===== config.mk =====
export PLATFORM = sky130hd
export DESIGN_NAME = fetch_queue_unit
export DESIGN_NICKNAME = d
export VERILOG_FILES = /design/src/rtl/fetch_queue_unit.sv
export SDC_FILE = /design/constraint.sdc
export NUM_CORES = 1
export LEC_CHECK = 0
export ABC_CLOCK_PERIOD_IN_PS = 4200
export BUFFER_PORTS_ARGS = -buffer_cell sky130_fd_sc_hd__clkbuf_2
export CAP_MARGIN = 20
export CORE_MARGIN = 2
export CORE_UTILIZATION = 36
export DETAILED_ROUTE_END_ITERATION = 16
export SETUP_SLACK_MARGIN = 0.4
export SYNTH_ARGS = -nofsm -noshare
export SYNTH_HDL_FRONTEND = slang
export SYNTH_SLANG_ARGS = --single-unit

===== constraint.sdc =====
create_clock -name clk -period 4.2 [get_ports clk]
set_clock_uncertainty 0.2 [all_clocks]
set_input_delay 0.21 -clock clk [delete_from_list [all_inputs] [get_ports clk]]
set_output_delay 0.21 -clock clk [all_outputs]
set_load 0.01 [all_outputs]

===== src/rtl/fetch_queue_unit.sv =====
// Decoupled instruction fetch: PC, in-order imem request tracking and
// a fetch queue feeding decode, with redirect flush and stale-response drop.
module fetch_queue_unit #(
  parameter int              XLEN     = 64,
  parameter int              INSN_W   = 32,
  parameter int              FQ_DEPTH = 4,
  parameter int              MAX_OUT  = 4,
  parameter logic [XLEN-1:0] RESET_PC = '0
) (
  input  logic              clk,
  input  logic              reset,
  input  logic              PCSrc_F,
  input  logic [XLEN-1:0]   PCBranch_F,
  input  logic              EProc_F,
  input  logic [XLEN-1:0]   EVAddr_F,
  output logic              imem_req_valid,
  output logic [XLEN-1:0]   imem_req_addr,
  input  logic              imem_req_ready,
  input  logic              imem_rsp_valid,
  input  logic [INSN_W-1:0] imem_rsp_data,
  output logic              insn_valid_D,
  input  logic              insn_ready_D,
  output logic [INSN_W-1:0] insn_D,
  output logic [XLEN-1:0]   pc_D,
  output logic [XLEN-1:0]   NextPC_F
);

  localparam int AW = $clog2(FQ_DEPTH);
  localparam int CW = AW + 1;

  typedef logic [CW-1:0] cnt_t;

  logic [XLEN-1:0]   r_pc;
  logic [XLEN-1:0]   r_rsp_pc;
  cnt_t              r_out;
  cnt_t              r_drop;
  cnt_t              r_cnt;
  logic [AW-1:0]     r_wp;
  logic [AW-1:0]     r_rp;
  logic [INSN_W-1:0] r_insn [FQ_DEPTH];
  logic [XLEN-1:0]   r_ipc  [FQ_DEPTH];

  logic              w_redir;
  logic [XLEN-1:0]   w_target;
  cnt_t              w_live;
  logic [CW:0]       w_fill;
  logic              w_room;
  logic              w_issue;
  logic              w_push;
  logic              w_pop;
  logic              w_head_v;
  cnt_t              w_rsp;

  assign w_redir  = EProc_F | PCSrc_F;
  assign w_target = EProc_F ? EVAddr_F : PCBranch_F;

  // Only responses that will actually be queued reserve a slot.
  assign w_live = r_out - r_drop;
  assign w_fill = {1'b0, r_cnt} + {1'b0, w_live};
  assign w_room = w_fill < (CW+1)'(FQ_DEPTH);

  assign imem_req_valid = !reset && !w_redir &&
                          (r_out < CW'(MAX_OUT)) && w_room;
  assign imem_req_addr  = r_pc;

  assign w_issue  = imem_req_valid && imem_req_ready;
  assign w_rsp    = cnt_t'(imem_rsp_valid);
  assign w_push   = imem_rsp_valid && (r_drop == '0) && !w_redir;
  assign w_head_v = (r_cnt != '0);
  assign w_pop    = w_head_v && insn_ready_D && !w_redir;

  assign insn_valid_D = w_head_v;
  assign insn_D   = w_head_v ? r_insn[r_rp] : '0;
  assign pc_D     = w_head_v ? r_ipc[r_rp] : '0;
  assign NextPC_F = w_head_v ? r_ipc[r_rp] + XLEN'(4) : '0;

  always_ff @(posedge clk) begin
    if (w_push) begin
      r_insn[r_wp] <= imem_rsp_data;
      r_ipc[r_wp]  <= r_rsp_pc;
    end
  end

  always_ff @(posedge clk) begin
    if (reset) begin
      r_pc     <= RESET_PC;
      r_rsp_pc <= RESET_PC;
      r_out    <= '0;
      r_drop   <= '0;
      r_cnt    <= '0;
      r_wp     <= '0;
      r_rp     <= '0;
    end else begin
      r_out <= r_out + cnt_t'(w_issue) - w_rsp;
      if (w_redir) begin
        // Everything still in flight belongs to the old stream.
        r_pc     <= w_target;
        r_rsp_pc <= w_target;
        r_drop   <= r_out - w_rsp;
        r_cnt    <= '0;
        r_wp     <= '0;
        r_rp     <= '0;
      end else begin
        if (w_issue) begin
          r_pc <= r_pc + XLEN'(4);
        end
        if (imem_rsp_valid && (r_drop != '0)) begin
          r_drop <= r_drop - cnt_t'(1);
        end
        if (w_push) begin
          r_wp     <= r_wp + AW'(1);
          r_rsp_pc <= r_rsp_pc + XLEN'(4);
        end
        if (w_pop) begin
          r_rp <= r_rp + AW'(1);
        end
        r_cnt <= r_cnt + cnt_t'(w_push) - cnt_t'(w_pop);
      end
    end
  end

endmodule


==> flow_summary.ini <==
[run_status]
status = complete, no violations

[hold_path]
holdCritPathClass = input pin to flip-flop
worstHoldPathCells = 5
min_from = PCBranch_F[50]
hold_path_end = imem_req_addr[50]$_SDFFE_PP0P_

[route]
route.met2.wl_um = 39560
drt-total-wl_um = 87770
vias = 21520
first_iter_violations = 2288
wl_per_cell_um = 22.94
drt-pass1-iter-count = 7
dr_wl_met3_um = 6987
drt.antenna.violating_nets = 0
route.detailed.drc = 0
top_layer_used = met4
met1_length_um = 38260
drt-vias-per-instance = 5.626

[placed_design]
dp_slack_ps = 275.0
io_buffers = 392
place_hpwl_um = 60850
place_congestion = 0.9499

[setup_path]
critPathArrivalTime_ps = 3740
rr_worst_depth = 18
cp.required_ps = 3790
crit_path_start_kind = flip-flop
crit_fanout = 7
slowest_delay_ps = 510
crit_slowest_cell = or4b_4
critPathCaptureType = primary output
critPathTopFamily = simple AND/OR/NAND/NOR gates
crit_buf_inv = 3
path_class = flip-flop to primary output
r2r_slack_ps = 570
r2r_start = r_out[0]$_SDFF_PP0_
reg2reg_to = r_out[2]$_SDFF_PP0_
path_cells = buf_12, mux4_2, ha_4, nand4_1, nor4_4, buf_4, or4b_4, or4_4, a21oi_2, buf_2

[synthesis]
ys_seq_elements = 525
synth-main-ff-cell = edfxtp_1
avgSynthCellArea_um2 = 11.53
synth_area_um2 = 25740
yosysUniqueCellTypes = 70
synthCells = 2232
yosysSeqAreaShare_pct = 55.77
synth_edf_count = 384
yosys_warnings = 0
syn-num-nets = 2420
synthArstFlopShare_pct = 0

[floorplan]
io_pins = 393
std_cell_rows = 98
die_w_um = 271.4
core-area_um2 = 71120
die_h_um = 271.4
initial_utilization_pct = 36.19
die-area_um2 = 73650

[layout]
nets = 3017
n_fill_cell = 6527
num_antenna_cells = 0
drive_above_1_share_pct = 28.37
final_core_util_pct = 46.79
final_common_cell = edfxtp_1
syn_to_final_growth_pct = 29.28
final_cell_mix = edfxtp_1 (384), clkbuf_2 (363), nand2_1 (211)

[timing]
fin_crit_ps = 4153
fin_crit_sh_pct = 98.88
setup_viol = 0
hold_violations = 0
timing.final.max_slew_violations = 0
fmax_ghz = 0.2408
rsz0062_at_grt = yes
worst_slack_ps = 47.15
max_slew_margin_pct = 17.85
tightest_slew_ps = 1221

[power_and_ir_drop]
peakVddDrop_mv = 0.3194
power_leakage_nw = 11.87
powerDensity_nw_per_um2 = 365.5
p_total_mw = 12.16

[cts]
cts_max_level = 2
cts_buffers = 57
root_buffer = clkbuf_16
cts_tree = done
clock_path_buffers = 3
cts.sinks = 525
clkTransAtPathRegs_ps = 60
insertion_delay_ps = 640

[grt]
grt_start_max_net_pins = 134
grt_overflow = 0
grt_antenna_before_repair = 1
first_global_vias = 20780
grt_use_total_pct = 22.99
grt_pass1_wl_um = 130300

[job]
drv_cap = 0
## Yosys cell counts (all sizes together) (66+ instances only)
| cell type | number | area [µm²] |
|---|---|---|
| nor2 | 174 | 653.1 |
| nor3 | 66 | 330.3 |
| dfxtp | 141 | 2823 |
| edfxtp | 384 | 11530 |
| a21oi | 171 | 855.8 |
| nand2 | 217 | 814.5 |
| o21ai | 93 | 465.5 |
| nand3 | 88 | 440.4 |
| nand4 | 76 | 490.5 |
| mux4 | 96 | 2283 |
| and2 | 109 | 681.9 |
| clkbuf | 106 | 461.7 |
## stage by stage
| stage | hold slack, ps | area, µm² | TNS, ps | instances |
|---|---|---|---|---|
| after global placement | 224.9 | 28890 | 0 | 3501 |
| final | 12.38 | 33270 | 0 | 3826 |
| after global routing | 38.08 | 33270 | -58.81 | 3826 |
| after detailed placement | 234.8 | 28920 | 0 | 3502 |
| after floorplan | 108.9 | 25820 | 0 | 2232 |
| after CTS | 0.7594 | 32810 | 0 | 3800 |
## layout make-up
class / count / area (µm²) / share of cell area (%)
clock inverters: 34 / 414.1 / 1.245
multi-input cells: 1533 / 10920 / 32.82
inverters: 40 / 150.1 / 0.4512
well taps: 950 / 1189 / 3.572
repair buffers: 672 / 4726 / 14.20
clock buffers: 72 / 1513 / 4.546
flip-flops and latches: 525 / 14360 / 43.17
## flip-flops by register name, indices dropped and copies added (netlist names), named ones only
name,flops
r_ipc,256
r_insn,128
imem_req_addr,64
r_rp,2
r_wp,2
r_out,3
r_rsp_pc,62
r_cnt,3
r_drop,3
## power breakdown
group	leakage (nW)	internal, mW	switching (mW)
combinational	6.26	0.513	0.684
sequential	4.69	5.69	0.195
clock	0.909	2.90	2.18
total	11.9	9.10	3.06
## tightest hold or removal path: stages
cell	delay, ps
clkbuf_2	80
nand2_1	40
o21ai_0	240
inv_1	120
a221oi_1	80
## cells by family (layout without fill, tap and decap cells)
logic type | after synthesis | in the layout | share of synthesized area (%)
buffers and inverters | 174 | 818 | 3.204
AOI/OAI and AO/OA | 447 | 447 | 10.51
and+or+nand+nor | 888 | 888 | 17.67
xor gates and xnor gates | 65 | 65 | 2.212
muxes | 112 | 112 | 9.528
DFF | 525 | 525 | 55.77
adders and majority gates | 21 | 21 | 1.108
## worst max path at each step
stage / startpoint / endpoint / slack, ps / cells after the start
floorplan: r_out[0]$_SDFF_PP0_ / r_out[2]$_SDFF_PP0_ / 370 / 21
global placement: flip-flop / NextPC_F[54] / 360 / 8
detailed placement: flip-flop / NextPC_F[54] / 280 / 8
CTS: flip-flop / NextPC_F[54] / 110 / 10
global route: flip-flop / NextPC_F[54] / -40 / 10
finish: flip-flop / NextPC_F[54] / 50 / 10
## per-layer routing
layer	global-route usage, %	up-vias
met2	36.63	1079
li1	-	9724
met1	32.19	10560
met3	3.945	161
met4	6.767	0
met5	0	-
## what timing repair did
action                                 4_1_cts  5_1_grt
buffers inserted                            48       26
cloned                                       1        0
hold buffers                               143        0
resized for setup                           65       84
setup endpoints to repair                   50       43
pin swaps                                   17       32
endpoints found under the hold margin      237        0
(Power assumes the default switching activity.)
